**src/rtl/serial_adder_pkg.sv**
```systemverilog
// ============================================================================
// Module     : serial_adder_pkg
// Description: Shared arithmetic definitions: sequencer state encodings and
//              the basic one-bit gate cells used by the bit-serial datapaths.
// Revision   : 1.0 - initial release
// ============================================================================
`default_nettype none

package serial_adder_pkg;

  // Sequencer state encodings shared by the serial add/subtract blocks
  localparam logic [1:0] ST_IDLE = 2'd0;
  localparam logic [1:0] ST_RUN  = 2'd1;
  localparam logic [1:0] ST_DONE = 2'd2;

  // Basic gate cells
  function automatic logic gate_xor(input logic x, input logic y);
    return x ^ y;
  endfunction

  function automatic logic gate_and(input logic x, input logic y);
    return x & y;
  endfunction

  function automatic logic gate_or(input logic x, input logic y);
    return x | y;
  endfunction

endpackage

`default_nettype wire

```
**src/rtl/serial_adder_fa.sv**
```systemverilog
// ============================================================================
// Module     : full_adder_bit
// Description: One-bit full-adder cell built from the shared gate cells.
// Revision   : 1.0 - initial release
// ============================================================================
`default_nettype none

module full_adder_bit
  import serial_adder_pkg::*;
(
  input  logic x,
  input  logic y,
  input  logic c,
  output logic s,
  output logic co
);

  logic w_xy;

  // Half-sum is reused by both the sum and the propagate term of the carry
  always_comb begin
    w_xy = gate_xor(x, y);
    s    = gate_xor(w_xy, c);
    co   = gate_or(gate_and(x, y), gate_and(c, w_xy));
  end

endmodule

`default_nettype wire

```
**src/rtl/serial_adder.sv**
```systemverilog
// ============================================================================
// Module     : serial_adder
// Description: Bit-serial adder. Adds two WIDTH-bit operands plus carry-in,
//              LSB first, one bit per clock through a single full-adder cell.
// Revision   : 1.0 - initial release
// ============================================================================
`default_nettype none

module serial_adder
  import serial_adder_pkg::*;
#(
  parameter int WIDTH = 2
) (
  input  logic             clk,
  input  logic             rst_n,
  input  logic             start,
  input  logic [WIDTH-1:0] a,
  input  logic [WIDTH-1:0] b,
  input  logic             cin,
  output logic             busy,
  output logic             done,
  output logic [WIDTH-1:0] sum,
  output logic             cout
);

  localparam int               CNT_W = (WIDTH > 1) ? $clog2(WIDTH) : 1;
  localparam logic [CNT_W-1:0] LAST  = CNT_W'(WIDTH - 1);

  logic [1:0]       state_q, state_d;
  logic [WIDTH-1:0] a_q, a_d;
  logic [WIDTH-1:0] b_q, b_d;
  logic [WIDTH-1:0] sum_q, sum_d;
  logic [CNT_W-1:0] cnt_q, cnt_d;
  logic             carry_q, carry_d;
  logic             cout_q, cout_d;

  logic             fa_s;
  logic             fa_co;
  logic [WIDTH-1:0] sum_shift;

  full_adder_bit u_fa (
    .x  (a_q[0]),
    .y  (b_q[0]),
    .c  (carry_q),
    .s  (fa_s),
    .co (fa_co)
  );

  // New sum bit enters at the MSB so that after WIDTH shifts bit 0 is at the LSB
  generate
    if (WIDTH == 1) begin : g_sum_w1
      assign sum_shift = fa_s;
    end else begin : g_sum_wn
      assign sum_shift = {fa_s, sum_q[WIDTH-1:1]};
    end
  endgenerate

  // Sequencer: accept in IDLE, one bit per cycle in RUN, single-cycle DONE
  always_comb begin
    state_d = state_q;
    a_d     = a_q;
    b_d     = b_q;
    sum_d   = sum_q;
    cnt_d   = cnt_q;
    carry_d = carry_q;
    cout_d  = cout_q;
    case (state_q)
      ST_IDLE: begin
        if (start) begin
          a_d     = a;
          b_d     = b;
          carry_d = cin;
          cnt_d   = '0;
          state_d = ST_RUN;
        end
      end
      ST_RUN: begin
        a_d     = a_q >> 1;
        b_d     = b_q >> 1;
        sum_d   = sum_shift;
        carry_d = fa_co;
        cnt_d   = cnt_q + CNT_W'(1);
        if (cnt_q == LAST) begin
          cout_d  = fa_co;
          state_d = ST_DONE;
        end
      end
      ST_DONE: begin
        state_d = ST_IDLE;
      end
      default: begin
        state_d = ST_IDLE;
      end
    endcase
  end

  // State and datapath registers; reset aborts any operation in flight
  always_ff @(posedge clk or negedge rst_n) begin
    if (!rst_n) begin
      state_q <= ST_IDLE;
      a_q     <= '0;
      b_q     <= '0;
      sum_q   <= '0;
      cnt_q   <= '0;
      carry_q <= 1'b0;
      cout_q  <= 1'b0;
    end else begin
      state_q <= state_d;
      a_q     <= a_d;
      b_q     <= b_d;
      sum_q   <= sum_d;
      cnt_q   <= cnt_d;
      carry_q <= carry_d;
      cout_q  <= cout_d;
    end
  end

  assign busy = (state_q == ST_RUN);
  assign done = (state_q == ST_DONE);
  assign sum  = sum_q;
  assign cout = cout_q;

endmodule

`default_nettype wire

```
**config.mk**
```make
export PLATFORM = sky130hd
export DESIGN_NAME = serial_adder
export DESIGN_NICKNAME = d
export VERILOG_FILES = /design/src/rtl/serial_adder_pkg.sv /design/src/rtl/serial_adder_fa.sv /design/src/rtl/serial_adder.sv
export SDC_FILE = /design/constraint.sdc
export NUM_CORES = 1
export LEC_CHECK = 0
export CAP_MARGIN = 25
export CORE_MARGIN = 2
export CORE_UTILIZATION = 41
export DETAILED_ROUTE_END_ITERATION = 16
export PLACE_DENSITY_LB_ADDON = 0.3
export SLEW_MARGIN = 20
export SYNTH_ARGS = -nofsm -noshare
export SYNTH_HDL_FRONTEND = slang
export SYNTH_SLANG_ARGS = --single-unit
```
**constraint.sdc**
```tcl
create_clock -name clk -period 1.1 [get_ports clk]
set_input_delay 0.22 -clock clk [delete_from_list [all_inputs] [get_ports clk]]
set_output_delay 0.22 -clock clk [all_outputs]
set_load 0.05 [all_outputs]
```
-- Word level (Yosys, flattened, before mapping)
Cells that the tools add are included.
- register bits: 11
- bits in latches: 0
- bits in writable memories: 0
- ROM bits: 0
- input port bits: 8
- output and inout port bits: 5
- logic and storage cells: 33
- memories kept: 0
- $add $sub $neg: 1
- multiply operators: 0
- divide/modulo/power cells: 0
- order comparisons: 0
- eq/ne operators: 4
- shifts and indexed selects: 0
- mux-type cells: 11
- bitwise logic cells: 5
- reduce and logical (&&, ||, !) cells: 5
- operator list (operator ; count):
    $pmux 2 s2 ; 3
    $mux 2 ; 4
    $reduce_and 2->1 ; 3
    $pmux 1 s2 ; 2
    $and 1x1->1 ; 2
    $eq 2x1->1 const B ; 1
    $eq 2x2->1 const B ; 1
    $logic_not 2->1 ; 1
    $mux 1 ; 2
    $ne 2x1->1 const B ; 1
    $ne 2x2->1 const B ; 1
    $reduce_bool 2->1 ; 1
    $xor 1x1->1 ; 2
    $add 1x1->1 const B ; 1
    $or 1x1->1 ; 1

-- Logic depth before layout (Yosys ltp)
Gate-level depths: netlist of the first run.
- depth in word-level cells: 4
- mapped depth: 3
- mapped depth without buffers: 3

-- By module
From an unflattened synthesis of the first run, not the netlist that was laid out.
- cells, all modules: 41
- area, all modules: 524.3 µm²
- modules (own cells, without submodules) (module ; instances ; cells an instance ; area an instance (µm²) ; seq. area each (µm²)):
    serial_adder ; 1 ; 40 ; 504.2 ; 275.3
    full_adder_bit ; 1 ; 1 ; 20.0 ; 0.0

-- Least setup slack after synthesis of the first run
No wires, ideal clock.
- path kind: register -> output
- from: register state_q[0]
- to: output done
- arrival time: 1.206 ns
- data required time: 0.880 ns
- slack: -0.326 ns
- stages on the path, launching flop included: 3
- path buffers: 1
- cells stage by stage: dfrtp_1 -> buf_6 -> nor2b_1
- cells in the longest elaborated chain, start to end: 1
- RTL lines (item ; line ; text):
    start, declared ; serial_adder.sv:29 ; logic [1:0] state_q, state_d;
    start signal, assigned ; serial_adder.sv:108 ; state_q <= state_d;
    $eq 2x2->1 ; serial_adder.sv:119 ; assign done = (state_q == ST_DONE);
    end, declared ; serial_adder.sv:21 ; output logic done,
Every way passes these cells.

-- Worst setup path in the final report of the first run
Ends and elaborated chain as after synthesis.

==> reports/qor.yml, run 1 <==
synthesis:
  seq_area_frac_synth_pct: 50.34
  avgSynthCellArea_um2: 14.02
  synth_compound_area_share_pct: 13.27
  synth_nets: 48
  synth_area_leaders: "dfrtp_1 50%, mux2_2 6.2%, nor4b_1 4.8%"
  synthMuxAreaShare_pct: 8.924
  async_reset_ff_share_pct: 100.0
  synth_cell_types: 17
  synth_top_area_cell: "dfrtp_1"
  synth_top_family_by_area: "simple AND/OR/NAND/NOR gates"
  synthFlopType: "dfrtp_1"
  syn_inst: 39
  synth_common_cells: "11 x dfrtp_1, 5 x inv_1, 3 x mux2_2, 3 x nor3b_1, 3 x nor4b_1"
  synth_top_area_share_pct: 50.34
  yosys.area_share.simple_pct: 16.25
  ys_warn_count: 0
  synth_edf_count: 0
  synth_area_um2: 546.8
  synth_fa_ha_area_share_pct: 3.661
  yosys.area_share.xor_xnor_pct: 0
  synth_most_common_cell: "dfrtp_1"
  ys_ff_latch: 11
routing:
  drc: 0
  vias_per_cell: 5.026
  drt_pass1_iterations: 4
  antenna_left: 0
  drt-initial-drc-count: 2
  num_vias: 382
  wire_per_inst_um: 15.74
  routed_wl_um: 1196
timing:
  drv_slew: 0
  tightest_slew_ps: 249.7
  slew_headroom_pct: 83.32
  min_period_over_period_pct: 117.4
  holdWs_ps: 243.1
  setup_viol: 12
  rsz0062_at_grt: "true"
  setup_slack_ps: -191.3
  fmax_mhz: 774.4
  clock_skew_ps: 3.148
  period_needed_ps: 1291
  hold_viol_final: 0
layout:
  area_delta_synth_final_pct: 60.18
  fillCellCount: 83
  diodes: 0
  stdcell_area_um2: 875.8
  seq_area_um2: 276.5
  drive_above_1_share_pct: 52.46
  final_cells: 76
  nNetsFinal: 71
  multiInputGateArea_um2: 289.0
status:
  violations: "negative setup slack"
  status: "finished with violations"
worst_setup_path:
  cp-start-kind: "flop"
  end_kind: "output port"
  r2r_start: "carry_q"
  critPathLaunch: "state_q[0]"
  criticalPathCategory: "flop to output port"
  critPathRequiredTime_ps: 880
  arrival_ps: 1070
  worstPathMaxFanout: 2
global_route:
  overflow: 0
  grt_max_degree: 12
  grt_pass1_vias: 395
  grt_pass1_wl_um: 1938
  antenna_found_initial: 0
  grtUsageTotal_pct: 19.42
clock_network:
  cts_buffers: 3
  insertion_delay_ps: 270
  clock_sinks: 11
  cts_htree_levels: 1
  clockBufferDepth: 2
  clockRootBuffer: "clkbuf_4"
  tritoncts: "built"
  hold_buffers: 0
  clk_pin_slew_ps: 70
flow_run:
  max_cap_viol_count: 0
place:
  dp_hpwl_um: 825.8
  numPortBuffers: 12
  dp_cells: 68
  gp_congestion: 0.7608
  placed_cell_area_um2: 768.2
die:
  core_region_area_um2: 1269
  die_w_um: 40.52
  die-area_um2: 1642
  start_util_pct: 43.10
  pin_count: 13
  die_y_um: 40.52
  row_count: 13
power_and_ir_drop:
  p_leak_nw: 0.4057
  vdd_drop_max_mv: 2.021
  powerDensity_nw_per_um2: 3581
hold_path:
  worstHoldPathType: "input pin to async pin"
[critical path, stage by stage (launching register included)]
cell and delay, ps:
dfrtp_1 410, buf_12 140, nor2b_4 120, buf_12 140
[routing by layer]
metal,up-vias,share of wire [%],GRT usage (%)
met5,-,0,0
met4,0,0.50,10.00
met3,2,4.4,7.222
met2,10,49,26.98
met1,189,46,25.95
li1,181,-,-
[layout by cell type, fill, tap and decap left out]
master,instances
clkbuf_4,3
buf_12,6
a22o_2,1
nand3b_4,1
nor4b_2,1
dfrtp_2,1
o21bai_4,1
nor4b_4,2
inv_1,5
a221oi_2,1
clkdlybuf4s50_1,7
dfrtp_1,10
mux2_2,1
buf_4,6
a211oi_1,2
buf_6,1
fa_2,1
nor3b_2,1
a21oi_1,1
nor2b_4,2
a22o_1,1
mux2_4,3
nor3b_1,2
clkbuf_1,1
[repair_timing]
item,in CTS,in global routing
buffers inserted,3,1
resized for setup,8,1
endpoints found under the setup margin,9,14
[cells by family after synthesis]
| group | Yosys count |
|---|---|
| buf+inv | 7 |
| mux | 4 |
| simple gates | 9 |
| fa+ha+maj | 1 |
| compound gates | 7 |
| flops | 11 |
[per-stage QoR]
stage                     total power [W]  setup TNS (ps)  setup WS, ps  util, %
after floorplan                  0.001914          -550.7        -198.4        -
after global placement           0.002558           -1337        -207.7    60.55
after detailed placement         0.002622           -1706        -231.6    60.55
after CTS                        0.003116           -1170        -199.9    67.75
after global routing             0.003325           -1772        -247.3    69.03
final                            0.003137           -1207        -191.3    69.03
[state kept, by name, summed over array words and instances, names as in the netlist]
register,cells
carry_q,1
sum,2
a_q,2
cout,1
cnt_q,1
state_q,2
b_q,2
[power by group]
part | internal, W | leakage [nW] | switching (W)
Combinational | 0.00113 | 0.259 | 0.000891
Sequential | 0.000616 | 0.132 | 0.000223
Clock | 0.000140 | 0.0150 | 0.000139
Total | 0.00188 | 0.406 | 0.00125
[worst paths after layout]
| kind | end | slack, ps | depth (start not counted) |
|---|---|---|---|
| min reg2reg | a_q[1] | 520 | 1 |
| max in group asynchronous | state_q[1] | 690 | 2 |
| min | carry_q | 240 | 2 |
| min in group clk | a_q[1] | 520 | 1 |
| max reg2reg | sum[1] | -140 | 2 |
| max | done | -190 | 3 |
[cell type report]
cell class / count / share of cell area (%)
multi-input cells: 21 / 33.00
flip-flops and latches: 11 / 31.57
repair buffers: 20 / 28.14
clock buffers: 4 / 3.000
inverters: 5 / 2.143
well taps: 15 / 2.143
Power figures use the tool's default switching activity.
==> run 2, diff against run 1 <==
--- a/config.mk
+++ b/config.mk
@@ -6,11 +6,13 @@
 export NUM_CORES = 1
 export LEC_CHECK = 0
 export CAP_MARGIN = 25
-export CORE_MARGIN = 2
-export CORE_UTILIZATION = 41
+export CORE_AREA = 3 3 40 42
+export CTS_CLUSTER_DIAMETER = 100
 export DETAILED_ROUTE_END_ITERATION = 16
+export DIE_AREA = 0 0 43 45
 export PLACE_DENSITY_LB_ADDON = 0.3
 export SLEW_MARGIN = 20
 export SYNTH_ARGS = -nofsm -noshare
 export SYNTH_HDL_FRONTEND = slang
+export SYNTH_HIERARCHICAL = 1
 export SYNTH_SLANG_ARGS = --single-unit
==> run 2 against run 1 <==
Register-to-register slack got worse by 30 ps; flip-flop and latch count did not move; largest power group unchanged; die area rose by 18%; sequential share of layout area fell by 1.4 points; final cell count rose by 14%; worst hold slack got worse by 2.0 ps; core utilization rose by 2.3 points; fmax fell by 6.0%; design area rose by 4.7%; synthesized cell count rose by 5.1%; via count rose by 15%; the flow still finishes with violations (negative setup slack); critical endpoint is now busy.
==> reports/qor.yml, run 2 <==
clock_network:
  cts_htree_levels: 1  # unchanged
  clock_sinks: 11  # unchanged
  clockRootBuffer: "clkbuf_4"  # unchanged
  hold_buffers: 0  # unchanged
  cts_buffers: 3  # unchanged
  tritoncts: "built"  # unchanged
  clk_pin_slew_ps: 70  # about the same
  insertion_delay_ps: 270  # about the same
  clockBufferDepth: 2  # unchanged
layout:
  seq_area_um2: 276.5  # unchanged
  final_common_cell: "buf_4"  # was dfrtp_1
  nNetsFinal: 82  # was 71
  drive_above_1_share_pct: 54.17  # was 52.46%
  multiInputGateArea_um2: 272.8  # was 289.0 µm²
  area_delta_synth_final_pct: 74.94  # was 60.18%
  diodes: 0  # unchanged
  post-route-util_pct: 71.37  # was 69.03%
  fillCellCount: 82  # was 83
  most-common-layout-cells: "14 x buf_4, 10 x dfrtp_1, 6 x clkdlybuf4s50_1, 5 x buf_12"  # was 10 x dfrtp_1, 7 x clkdlybuf4s50_1, 6 x buf_12, 6 x buf_4, 5 x inv_1
global_route:
  antenna_found_initial: 0  # unchanged
  grt_max_degree: 12  # unchanged
  grtUsageTotal_pct: 13.38  # was 19.42%
  overflow: 0  # unchanged
  grt_pass1_wl_um: 1863  # was 1938 µm
  grt_pass1_vias: 431  # was 395
routing:
  antenna_left: 0  # unchanged
  wire_per_inst_um: 14.41  # was 15.74 µm
  drt-initial-drc-count: 7  # was 2
  routed_wl_um: 1254  # was 1196 µm
  vias_per_cell: 5.046  # was 5.026
  num_vias: 439  # was 382
  drt_pass1_iterations: 2  # was 4
  drc: 0  # unchanged
synthesis:
  synth_area_um2: 524.3  # was 546.8 µm²
  async_reset_ff_share_pct: 100.0  # unchanged
  synth_common_cells: "11 x dfrtp_1, 3 x mux2_2"  # was 11 x dfrtp_1, 5 x inv_1, 3 x mux2_2, 3 x nor3b_1, 3 x nor4b_1
  synth_top_area_cell: "dfrtp_1"  # unchanged
  synth_cell_types: 23  # was 17
  synth_area_leaders: "dfrtp_1 53%, mux2_2 6.4%, o221a_2 4.3%"  # was dfrtp_1 50%, mux2_2 6.2%, nor4b_1 4.8%
  synthFlopType: "dfrtp_1"  # unchanged
  synth_edf_count: 0  # unchanged
  seq_area_frac_synth_pct: 52.51  # was 50.34%
  synth_most_common_cell: "dfrtp_1"  # unchanged
  syn_inst: 41  # was 39
  ys_warn_count: 6  # was 0
  synth_nets: 50  # was 48
  avgSynthCellArea_um2: 12.79  # was 14.02 µm²
  synth_top_area_share_pct: 52.51  # was 50.34%
  ys_ff_latch: 11  # unchanged
worst_setup_path:
  arrival_ps: 1150  # was 1070 ps
  r2r_cells: 4  # was 2
  criticalPathCategory: "flop to output port"  # unchanged
  r2r_start: "state_q[0]"  # was carry_q
  r2r_slack_ps: -170  # was -140 ps
  critPathRequiredTime_ps: 880  # about the same
  worstPathMaxFanout: 5  # was 2
  end_kind: "output port"  # unchanged
  reg2reg_to: "carry_q"  # was sum[1]
  cp-start-kind: "flop"  # unchanged
timing:
  drv_slew: 0  # unchanged
  slew_headroom_pct: 85.18  # was 83.32%
  hold_viol_final: 0  # unchanged
  setup_viol: 8  # was 12
  min_period_over_period_pct: 124.9  # was 117.4%
  rsz0062_at_grt: "true"  # unchanged
  clock_skew_ps: 1.497  # was 3.148 ps
  tightest_slew_ps: 218.8  # was 249.7 ps
  setup_slack_ps: -274.4  # was -191.3 ps
  tns_ps: -1266  # was -1207 ps
  fmax_mhz: 727.6  # was 774.4 MHz
  period_needed_ps: 1374  # was 1291 ps
die:
  die_w_um: 43  # was 40.52 µm
  start_util_pct: 40.80  # was 43.10%
  row_count: 13  # unchanged
  pin_count: 13  # unchanged
  core_region_area_um2: 1285  # was 1269 µm²
  die_y_um: 45  # was 40.52 µm
  die-area_um2: 1935  # was 1642 µm²
power_and_ir_drop:
  sw_frac_of_total_pct: 38.11  # was 39.91%
  p_total_w: 0.002989  # was 0.003137 W
  powerDensity_nw_per_um2: 3259  # was 3581 nW/µm²
  vdd_drop_max_mv: 1.480  # was 2.021 mV
  internal-power_w: 0.001850  # was 0.001885 W
  p_leak_nw: 0.4146  # was 0.4057 nW
  clkPwrFrac_pct: 9.5  # was 8.9%
  switching_power_w: 0.001139  # was 0.001252 W
  p_comb_share_pct: 63.7  # was 64.4%
  pwr-share-seq_pct: 26.8  # was 26.7%
place:
  place_ws_ps: -329.1  # was -231.6 ps
  numPortBuffers: 12  # unchanged
  dp_hpwl_um: 778.7  # was 825.8 µm
  gp_congestion: 0.7153  # was 0.7608
status:
  status: "finished with violations"  # unchanged
  violations: "negative setup slack"  # unchanged
hold_path:
  worstHoldPathType: "input pin to async pin"  # unchanged
flow_run:
  max_cap_viol_count: 0  # unchanged
## run 2: changes by cell type in the layout (fill, tap and decap cells not counted), moves of 2 or more
cell	previous run	this run
or4b_1	0	2
nand2_1	0	2
inv_1	5	1
mux2_4	3	1
buf_6	1	3
o221a_2	0	2
nand2b_1	0	2
buf_4	6	14
## run 2: layout make-up
class	instances	area share, %
multi-input combinational	26	29.74
tap	15	2.046
clock buffer	4	2.865
timing repair buffer	29	33.97
inverter	2	1.228
sequential	11	30.15
## run 2: through the flow
step | hold WS, ps | cell area [µm²] | std cells
finish | 241.1 | 917.1 | 87
global route | 243.7 | 917.1 | 87
CTS | 252.3 | 837.1 | 81
global placement | 479.8 | 768.2 | 72
floorplan | -75.59 | 550.5 | 41
detailed placement | 484.2 | 768.2 | 72
## run 2: repair_timing
| item | 4_1_cts | 5_1_grt |
|---|---|---|
| resized for setup | 2 | 7 |
| buffers inserted | 5 | 7 |
| pin swaps | 1 | 3 |
| setup endpoints to repair | 11 | 13 |
## run 2: per-layer routing
metal	up-vias	track usage (%)	routed length, µm
li1	212	-	-
met1	209	15.19	553
met2	13	21.86	591
met3	5	6.375	86
met4	0	5.422	22
met5	-	0	0
## run 2: cells by family after synthesis
group | synth area share (%)
AO/OA/AOI/OAI | 15.04
multiplexers | 6.443
buffers and inverters | 3.819
adder cells (fa/ha/maj) | 3.819
flip-flops | 52.51
AND/OR/NAND/NOR | 18.38
## run 2: worst max path at each step
| stage | cells past startpoint | slack (ps) | endpoint | start |
|---|---|---|---|---|
| 6_report | 4 | -270 | busy | state_q[0] |
| 5_1_grt | 4 | -320 | busy | state_q[0] |
| 3_3_place_gp | 3 | -330 | carry_q | start |
| 2_1_floorplan | 2 | -100 | sum[1] | carry_q |
| 3_5_place_dp | 3 | -330 | carry_q | start |
| 4_1_cts | 4 | -270 | busy | state_q[0] |
## run 2: power groups by stage
stage          Sequential (W)  Combinational, W  Clock (W)
2_1_floorplan        0.000929          0.000781          0
3_3_place_gp         0.000805           0.00152          0
3_5_place_dp         0.000812           0.00153          0
4_1_cts              0.000798           0.00168   0.000281
5_1_grt              0.000838           0.00203   0.000312
6_report             0.000802           0.00190   0.000284
## run 2: worst max-delay path, cell delays in order, from the launching register on
cell and delay (ps):
dfrtp_2 440, buf_6 130, nand2b_4 70, clkinvlp_4 90, buf_12 150
==> run 3, diff against run 2 <==
--- a/config.mk
+++ b/config.mk
@@ -5,9 +5,9 @@
 export SDC_FILE = /design/constraint.sdc
 export NUM_CORES = 1
 export LEC_CHECK = 0
-export CAP_MARGIN = 25
+export CAP_MARGIN = 20
 export CORE_AREA = 3 3 40 42
-export CTS_CLUSTER_DIAMETER = 100
+export CTS_CLUSTER_DIAMETER = 60
 export DETAILED_ROUTE_END_ITERATION = 16
 export DIE_AREA = 0 0 43 45
 export PLACE_DENSITY_LB_ADDON = 0.3
==> results of run 3 <==
No change in the layout: final DEF, timing and power equal those of run 2.
